==> src/rtl/rect_capture_ctrl.sv <==
// rect_capture_ctrl: captures two pen corners on button presses. It previews
// and displays the rectangle with frame-synchronous updates, then commits a
// normalized rectangle {x_min, y_min, x_max, y_max} over a valid/ready
// handshake.
// Optional feature macro: RECT_PREVIEW_EN. When it is defined, the display
// tracks the live corners while in CORNER2.
module rect_capture_ctrl #(
  parameter int MIN_SIZE       = 8,
  parameter int V_ACTIVE       = 720,
  parameter int TIMEOUT_FRAMES = 60
) (
  input  logic        clk_in,
  input  logic        rst_in,
  input  logic        btn_in,
  input  logic        point_valid_in,
  input  logic [10:0] x_in,
  input  logic [9:0]  y_in,
  input  logic [10:0] hcount_in,
  input  logic [9:0]  vcount_in,
  output logic [10:0] x_out_1,
  output logic [10:0] x_out_2,
  output logic [9:0]  y_out_1,
  output logic [9:0]  y_out_2,
  output logic        rect_valid_out,
  input  logic        rect_ready_in,
  output logic [41:0] rect_out,
  output logic        reject_out,
  output logic [1:0]  state_out
);

  typedef enum logic [1:0] {
    IDLE    = 2'd0,
    CORNER1 = 2'd1,
    CORNER2 = 2'd2,
    COMMIT  = 2'd3
  } state_t;

  state_t      state, state_d;
  logic        btn_prev;
  logic        have_pt;
  logic [7:0]  tcnt;
  logic [10:0] p1_x, p2_x;
  logic [9:0]  p1_y, p2_y;
  logic [41:0] committed;
  logic [41:0] disp_src;

  // Control strobes produced by the FSM.
  logic enter_c1, load_pt1, load_pt2, do_commit, do_reject;

  logic rise, frame_edge, timeout_hit, handshake;
  assign rise        = btn_in & ~btn_prev;
  assign frame_edge  = (hcount_in == 11'd0) && (vcount_in == 10'(V_ACTIVE));
  // The >= comparison means a saturated counter still times out at the next
  // frame boundary. This covers the case where a rise beat a timeout.
  assign timeout_hit = frame_edge && !point_valid_in &&
                       (tcnt >= 8'(TIMEOUT_FRAMES - 1));
  assign handshake   = rect_valid_out & rect_ready_in;

  // A point arriving with the commit press is used directly (bypass).
  logic [10:0] c2_x, x_min, x_max;
  logic [9:0]  c2_y, y_min, y_max;
  logic        size_ok;
  assign c2_x    = point_valid_in ? x_in : p2_x;
  assign c2_y    = point_valid_in ? y_in : p2_y;
  assign x_min   = (p1_x < c2_x) ? p1_x : c2_x;
  assign x_max   = (p1_x < c2_x) ? c2_x : p1_x;
  assign y_min   = (p1_y < c2_y) ? p1_y : c2_y;
  assign y_max   = (p1_y < c2_y) ? c2_y : p1_y;
  // max - min never wraps, so an unsigned compare is safe.
  assign size_ok = ((x_max - x_min) >= 11'(MIN_SIZE)) &&
                   ((y_max - y_min) >= 10'(MIN_SIZE));

`ifdef RECT_PREVIEW_EN
  // The preview uses the registered corners, normalized the same way.
  logic [10:0] pv_x_min, pv_x_max;
  logic [9:0]  pv_y_min, pv_y_max;
  assign pv_x_min = (p1_x < p2_x) ? p1_x : p2_x;
  assign pv_x_max = (p1_x < p2_x) ? p2_x : p1_x;
  assign pv_y_min = (p1_y < p2_y) ? p1_y : p2_y;
  assign pv_y_max = (p1_y < p2_y) ? p2_y : p1_y;
  assign disp_src = (state == CORNER2) ? {pv_x_min, pv_y_min, pv_x_max, pv_y_max}
                                       : committed;
`else
  assign disp_src = committed;
`endif

  // State register.
  always_ff @(posedge clk_in) begin
    // NOTE: every flop, including the wide data registers, resets
    // synchronously. The display must show a zero-width rectangle immediately.
    if (rst_in) state <= IDLE;
    // NOTE: sequential state uses non-blocking assignments so all flops
    // update from the same pre-edge values.
    else        state <= state_d;
  end

  // Next-state and control-strobe decode.
  always_comb begin
    // NOTE: defaults first so no path through the case leaves a signal
    // unassigned, which would otherwise infer a latch.
    state_d   = state;
    enter_c1  = 1'b0;
    load_pt1  = 1'b0;
    load_pt2  = 1'b0;
    do_commit = 1'b0;
    do_reject = 1'b0;
    case (state)
      IDLE: begin
        if (rise) begin
          state_d  = CORNER1;
          enter_c1 = 1'b1;
        end
      end
      CORNER1: begin
        load_pt1 = point_valid_in;
        if (rise && have_pt) state_d = CORNER2;
        else if (timeout_hit) state_d = IDLE;
      end
      CORNER2: begin
        load_pt2 = point_valid_in;
        if (rise) begin
          if (size_ok) begin
            do_commit = 1'b1;
            state_d   = COMMIT;
          end else begin
            do_reject = 1'b1;
            enter_c1  = 1'b1;
            state_d   = CORNER1;
          end
        end else if (timeout_hit) begin
          state_d = IDLE;
        end
      end
      COMMIT: begin
        if (handshake) state_d = IDLE;
      end
      default: state_d = IDLE;
    endcase
  end

  // Button history, corners, have-point flag and frame timeout counter.
  always_ff @(posedge clk_in) begin
    if (rst_in) begin
      btn_prev <= 1'b0;
      have_pt  <= 1'b0;
      tcnt     <= 8'd0;
      p1_x     <= 11'd0;
      p1_y     <= 10'd0;
      p2_x     <= 11'd0;
      p2_y     <= 10'd0;
    end else begin
      btn_prev <= btn_in;
      if (enter_c1)      have_pt <= 1'b0;
      else if (load_pt1) have_pt <= 1'b1;
      if (enter_c1 || point_valid_in)
        tcnt <= 8'd0;
      else if (frame_edge && (state == CORNER1 || state == CORNER2) && tcnt != 8'hFF)
        tcnt <= tcnt + 8'd1;
      if (load_pt1) begin
        p1_x <= x_in;
        p1_y <= y_in;
      end
      if (load_pt1 || load_pt2) begin
        p2_x <= x_in;
        p2_y <= y_in;
      end
    end
  end

  // Commit output, handshake and committed-rectangle register.
  always_ff @(posedge clk_in) begin
    if (rst_in) begin
      rect_out       <= 42'd0;
      rect_valid_out <= 1'b0;
      reject_out     <= 1'b0;
      committed      <= 42'd0;
    end else begin
      reject_out <= do_reject;
      if (do_commit) begin
        rect_out       <= {x_min, y_min, x_max, y_max};
        rect_valid_out <= 1'b1;
      end else if (handshake) begin
        rect_valid_out <= 1'b0;
        committed      <= rect_out;
      end
    end
  end

  // Display corners change only at the frame boundary.
  always_ff @(posedge clk_in) begin
    if (rst_in) begin
      x_out_1 <= 11'd0;
      y_out_1 <= 10'd0;
      x_out_2 <= 11'd0;
      y_out_2 <= 10'd0;
    end else if (frame_edge) begin
      {x_out_1, y_out_1, x_out_2, y_out_2} <= disp_src;
    end
  end

  assign state_out = state;

endmodule
==> config.mk <==
export PLATFORM = sky130hd
export DESIGN_NAME = rect_capture_ctrl
export DESIGN_NICKNAME = d
export VERILOG_FILES = /design/src/rtl/rect_capture_ctrl.sv
export SDC_FILE = /design/constraint.sdc
export NUM_CORES = 1
export LEC_CHECK = 0
export CAP_MARGIN = 20
export CORE_UTILIZATION = 50
export CTS_CLUSTER_SIZE = 8
export DETAILED_ROUTE_END_ITERATION = 12
export PLACE_DENSITY = 0.78
export SLEW_MARGIN = 20
export SYNTH_ARGS = -nofsm -noshare
export SYNTH_HDL_FRONTEND = slang
export SYNTH_SLANG_ARGS = --single-unit
==> constraint.sdc <==
create_clock -name clk_in -period 5.6 [get_ports clk_in]
set_clock_uncertainty 0.2 [all_clocks]
set_input_delay 1.12 -clock clk_in [delete_from_list [all_inputs] [get_ports clk_in]]
set_output_delay 1.12 -clock clk_in [all_outputs]
set_load 0.05 [all_outputs]
==> results of run 1 <==
## worst paths after layout
kind                                               from                        end  slack, ns  cells after the start
worst min-delay path            y_out_1[6]$_SDFFE_PP0P_    y_out_1[6]$_SDFFE_PP0P_       0.25                      2
worst max-delay path                            x_in[8]  rect_out[11]$_SDFFE_PP0P_       0.40                     18
worst min register to register  y_out_1[6]$_SDFFE_PP0P_    y_out_1[6]$_SDFFE_PP0P_       0.25                      2
worst max register to register     p2_x[8]$_SDFFE_PP0P_  rect_out[11]$_SDFFE_PP0P_       1.26                     17
## worst reg2reg max path, cell delays in order, from the launching register on
cell and delay (ns):
dfxtp_1 0.31, mux2i_1 0.23, ha_1 0.34, a211oi_2 0.25, nor2_1 0.10, a2111oi_4 0.37, buf_4 0.24, buf_4 0.15
o211ai_1 0.08, a2bb2oi_1 0.30, or3b_1 0.17, a311o_1 0.20, o311ai_1 0.11, buf_4 0.18, a31oi_4 0.23, buf_4 0.40
mux2i_1 0.27, nor2_1 0.06
## metrics by stage
| stage | util [%] | instance area, µm² | std cells | setup slack [ns] | total power (µW) |
|---|---|---|---|---|---|
| 6_report | 64.4 | 11600 | 1509 | 0.403 | 3040 |
| 3_5_place_dp | 60.9 | 10900 | 1477 | 0.0263 | 1820 |
| 3_3_place_gp | 60.9 | 10900 | 1477 | 0.161 | 1820 |
| 5_1_grt | 64.4 | 11600 | 1509 | 0.0956 | 3160 |
| 4_1_cts | 64.4 | 11600 | 1509 | 0.459 | 3050 |
| 2_1_floorplan | - | 9200 | 1132 | 0.0322 | 1670 |
## metal layers
| layer | share of wire [%] | wire length, µm | track usage (%) | vias up |
|---|---|---|---|---|
| met5 | 0 | 0 | 0 | - |
| met4 | 0.97 | 217 | 6.59 | 0 |
| met3 | 4.9 | 1100 | 3.13 | 16 |
| met2 | 43 | 9680 | 35.3 | 219 |
| met1 | 51 | 11300 | 35.1 | 3741 |
| li1 | - | - | - | 4147 |
## final cells by class
cell class | instances | area [µm²]
clock buffer | 17 | 425
inverter | 12 | 45.0
fill | 1548 | 6400
tap | 229 | 287
timing repair buffer | 188 | 1780
sequential | 182 | 3640
multi-input combinational | 866 | 5200
clock inverter | 15 | 188
## registers in the layout, indices dropped and copies added (netlist names), 11 cells and up
register   count
x_out_1       11
p2_x          11
committed     42
rect_out      42
x_out_2       11
p1_x          11
## logic make-up (layout without fill, tap and decap cells)
group	count (synthesis)	in the layout	synth area share [%]
simple gates	471	471	23.1
mux	113	113	12.4
fa+ha+maj	33	33	4.49
buf+inv	84	232	4.07
flops	182	182	39.7
xor+xnor	14	14	1.33
compound gates	235	235	14.9
## synthesized netlist by cell type (all sizes together) (2+ instances only)
cell type	n
nand3	6
nor2b	4
nor4	5
mux2	2
and2	4
dfxtp	182
a31oi	6
xnor2	8
inv	12
o211ai	4
nor4b	2
and3	4
xor2	6
nor3	14
nand4	6
ha	33
nand2	230
nand3b	2
buf	23
a221o	3
a32oi	5
o211a	2
a21o	3
or3	4
a221oi	2
mux2i	111
o22ai	2
o21ai	44
a211o	2
clkbuf	49
o32ai	2
a32o	5
a211oi	3
a21oi	139
o21bai	2
nor2	101
nand2b	85
## report_power, final
part           total (µW)  leakage (µW)  internal, µW  switching (µW)
clock network        1240      0.000300           680             560
registers            1320       0.00147          1310            17.3
logic                 476       0.00232           208             267
==> impl_metrics.toml, run 1 <==
[worst_hold_path]
hold_class = "register to register"

[timing]
holdWs_ns = 0.249
slew_viol_final = 0
period_needed_ns = 5.20
finalCritPeriodShare_pct = 92.8
rsz0062_at_grt = "false"
finalHoldViolations = 0
fmax_mhz = 192
tightest_slew_ns = 0.999
slew_headroom_pct = 33.4
setup_viol = 0
fin_setup_tns_ns = 0

[clock_tree]
cts_setup_buffers = 0
clkLatencyLatePin_ns = 0.43
clockRootBuffer = "clkbuf_16"
numCtsBuffers = 17
cts_resized = 0
ctsHoldBuffers = 0
htree_levels = 4
max-clock-path-buffers = 2
clock-sinks = 182
clk_pin_slew_ns = 0.07
cts_tree = "built"

[logic_synthesis]
synth_area_um2 = 9190
netlist_instances = 1132
synth_ff_type = "dfxtp_1"
yosysTopAreaCell = "dfxtp_1"
seq_area_frac_synth_pct = 39.7
synth_async_sr_flop_share_pct = 0
ys_seq_elements = 182
ys_types = 61
synth_edf_count = 0
synthesis.nets = 1212
yosysWarnings = 0
syn_avg_cell_area_um2 = 8.12
synthTopCellsByArea = "dfxtp_1, mux2i_1, nand2_1"
yosysTopAreaCellShare_pct = 39.7

[power]
power.density_nw_per_um2 = 263
ir_drop_mv = 0.216
p_leak_uw = 0.00409

[drt]
routed_via_density = 5.38
drtAntennaViolNets = 0
wire_per_inst_um = 14.8
first_iter_violations = 739
num_vias = 8123
dr.pass1.iters = 5
routed_wl_um = 22400
drc = 0

[floorplan]
die-area_um2 = 18900
core-area_um2 = 18000
row_count = 49
die_h_um = 138
die_x_um = 138
start_util_pct = 51.1
io_pins = 135

[worst_setup_path]
crit_top_cell = "buf_4"
cp_num_buf_inv = 5
end_kind = "register"
critPathMaxFanout = 24
crit_family = "compound AO/OA/AOI/OAI gates"
cpPeakStageDelay_ns = 0.44
required_ns = 5.68
path_class = "input pin to register"
cp-start-kind = "input pin"
worstPathArrival_ns = 5.27
cp_cell_sequence = "clkdlybuf4s50_1 > mux2i_1 > ha_1 > a211oi_2 > nor2_1 > a2111oi_4 > buf_4 > buf_4 > o211ai_1 > a2bb2oi_1 > or3b_1 > a311o_1 > o311ai_1 > buf_4 > a31oi_4 > buf_4 > mux2i_1 > nor2_1"
slowest_stage = "clkdlybuf4s50_1"

[flow_run]
maxCapViolCount = 0

[global_routing]
track_usage_pct = 23.6
grt_pass1_wl_um = 35400
grt_max_degree = 82
grt_pass1_vias = 7026
grt.overflow.total = 0
antenna_found_initial = 0

[layout]
n_antenna_cell = 0
final_nets = 1347
drive_above_1_share_pct = 7.81
final_common_cell = "nand2_1"
synthToLayoutAreaGrowth_pct = 25.9
final_cell_mix = "nand2_1, dfxtp_1, a21oi_1"

[placement]
io_buffers = 134
place_hpwl_um = 16100
gp_congestion = 0.914

[run_status]
status = "finished clean"
(Power assumes the default switching activity.)
==> run 2: changes to the inputs <==
--- a/config.mk
+++ b/config.mk
@@ -10,6 +10,7 @@
 export CTS_CLUSTER_SIZE = 8
 export DETAILED_ROUTE_END_ITERATION = 12
 export PLACE_DENSITY = 0.78
+export SKIP_CTS_REPAIR_TIMING = 1
 export SLEW_MARGIN = 20
 export SYNTH_ARGS = -nofsm -noshare
 export SYNTH_HDL_FRONTEND = slang
==> results of run 2 <==
No change in the layout: final DEF, timing and power equal those of run 1.
==> run 3: changes to the inputs <==
--- a/config.mk
+++ b/config.mk
@@ -5,9 +5,9 @@
 export SDC_FILE = /design/constraint.sdc
 export NUM_CORES = 1
 export LEC_CHECK = 0
-export CAP_MARGIN = 20
+export CORE_ASPECT_RATIO = 1.75
 export CORE_UTILIZATION = 50
-export CTS_CLUSTER_SIZE = 8
+export CTS_CLUSTER_SIZE = 12
 export DETAILED_ROUTE_END_ITERATION = 12
 export PLACE_DENSITY = 0.78
 export SKIP_CTS_REPAIR_TIMING = 1
==> run 3 against run 2 <==
  * Global-route usage grew 0.18 points
  * Combinational power rose by 2%
  * Die area grew 0.11%
  * Utilization is 0.28 points higher
  * Register-to-register slack got worse by 0.08 ns
  * Critical path depth rose by 4
  * Flip-flop and latch count unchanged
  * Cell count grew 0.27%
  * Total power up 1.5%
  * Sequential share of layout area fell by 0.15 points
  * First-iteration DRC count down 63%
  * Non-clock buffer count shrank 1
  * Largest cell class unchanged
==> impl_metrics.toml, run 3 (synthesis gave the netlist of run 1 again) <==
[floorplan]
start_util_pct = 51.1
die_h_um = 181
row_count = 65
die_x_um = 104
core-area_um2 = 18000
die-area_um2 = 18900
io_pins = 135

[worst_setup_path]
crit_top_cell = "a21oi_1"
cp_num_buf_inv = 3
cp-start-kind = "input pin"
end_kind = "register"
cp_cell_sequence = "clkdlybuf4s50_1 > mux2i_1 > ha_1 > nand4_1 > or3_1 > o211a_2 > nand2_1 > nor2_1 > a21oi_1 > ha_1 > a21oi_1 > o21ai_0 > nand2_1 > a21oi_1 > nand3b_1 > o21ai_0 > nor4_1 > buf_4 > a31oi_4 > buf_12 > mux2i_1 > nor2_1"
path_class = "input pin to register"
crit_family = "compound AO/OA/AOI/OAI gates"
slowest_stage = "clkdlybuf4s50_1"
cpPeakStageDelay_ns = 0.51
critPathMaxFanout = 43
required_ns = 5.68
worstPathArrival_ns = 5.39

[layout]
final_cell_mix = "nand2_1, dfxtp_1, a21oi_1"
final_common_cell = "nand2_1"
synthToLayoutAreaGrowth_pct = 26.5
drive_above_1_share_pct = 7.66
post_layout_nonfiller_instances = 1513
final_nets = 1346
top_regs = "committed: 42 flops, rect_out: 42 flops"
n_antenna_cell = 0
final_util_pct = 64.6

[drt]
routed_via_density = 5.35
num_vias = 8089
dr.pass1.iters = 5
top_layer_used = "met4"
routed-wl-met3_um = 822
drtAntennaViolNets = 0
wire_per_inst_um = 14.8
wl_met1_um = 9560
drc = 0
routed_wl_um = 22500
first_iter_violations = 274
met2WireLength_um = 11200

[power]
seqPwrFrac_pct = 42.9
power.share.combinational_pct = 15.8
power.density_nw_per_um2 = 266
sw_frac_of_total_pct = 27.1
p_int_uw = 2250
fin_total_pwr_uw = 3080
p_switching_uw = 836
power.share.clock_pct = 41.3
p_leak_uw = 0.00410
ir_drop_mv = 0.179

[global_routing]
grt_pass1_wl_um = 36200
antenna_found_initial = 0
track_usage_pct = 23.8
grt_max_degree = 128
grt_pass1_vias = 7440
grt.overflow.total = 0

[flow_run]
maxCapViolCount = 0

[timing]
finalHoldViolations = 0
slew_viol_final = 0
holdWs_ns = 0.248
slew_headroom_pct = 40.2
tightest_slew_ns = 0.897
finalCritPeriodShare_pct = 94.8
fmax_mhz = 188
period_needed_ns = 5.31
rsz0062_at_grt = "false"
setup_viol = 0

[clock_tree]
cts_tree = "built"
clkLatencyLatePin_ns = 0.44
max-clock-path-buffers = 2
numCtsBuffers = 17
clock-sinks = 182
htree_levels = 4
clockRootBuffer = "clkbuf_16"
clk_pin_slew_ns = 0.07

[run_status]
status = "finished clean"

[placement]
gp_congestion = 0.918
place_hpwl_um = 16400
io_buffers = 134
dp.cells = 1481

[worst_hold_path]
hold_class = "register to register"
## run 3: cell types whose count changed in the layout (fill, tap and decap cells not counted), sizes merged
cell	change
clkinv	-3
clkbuf	+2
clkinvlp	+2
inv	-2
buf	-1
bufinv	+1
## run 3: worst paths after layout
check	startpoint	end	slack, ns	cells after the start
max	y_in[9]	rect_out[13]$_SDFFE_PP0P_	0.29	22
max reg2reg	p2_y[9]$_SDFFE_PP0P_	rect_out[13]$_SDFFE_PP0P_	1.18	21
min	x_out_2[2]$_SDFFE_PP0P_	x_out_2[2]$_SDFFE_PP0P_	0.25	2
min reg2reg	x_out_2[2]$_SDFFE_PP0P_	x_out_2[2]$_SDFFE_PP0P_	0.25	2
## run 3: per-stage QoR
stage	instance area (µm²)	setup slack [ns]	TNS, ns
global route	11600	0.0617	0
CTS	11600	0.296	0
floorplan	9200	0.0322	0
detailed placement	11000	-0.118	-3.81
finish	11600	0.291	0
global placement	11000	-0.0496	-0.881
## run 3: power groups by stage
| stage | sequential, µW | combinational (µW) | clock (µW) |
|---|---|---|---|
| after floorplan | 1350 | 318 | 0 |
| after global routing | 1330 | 532 | 1350 |
| after detailed placement | 1350 | 481 | 0 |
| final | 1320 | 487 | 1270 |
| after global placement | 1350 | 476 | 0 |
| after CTS | 1320 | 484 | 1300 |
## run 3: per-layer routing
layer	up-vias	GRT usage [%]
li1	4129	-
met1	3698	28.4
met2	206	40.5
met3	56	3.79
met4	0	13.0
met5	-	0
## run 3: final cells by class
cell class / count / area [µm²]
Fill cell: 1580 / 6360
Multi-Input combinational cell: 866 / 5200
Sequential cell: 182 / 3640
Timing Repair Buffer: 187 / 1810
Clock buffer: 19 / 443
Tap cell: 234 / 293
Clock inverter: 13 / 186
Inverter: 12 / 45.0
## run 3: worst min-delay path, stage by stage, from the launching register on
cell and delay, ns:
dfxtp_1 0.31, nand2_1 0.05, a21oi_1 0.05
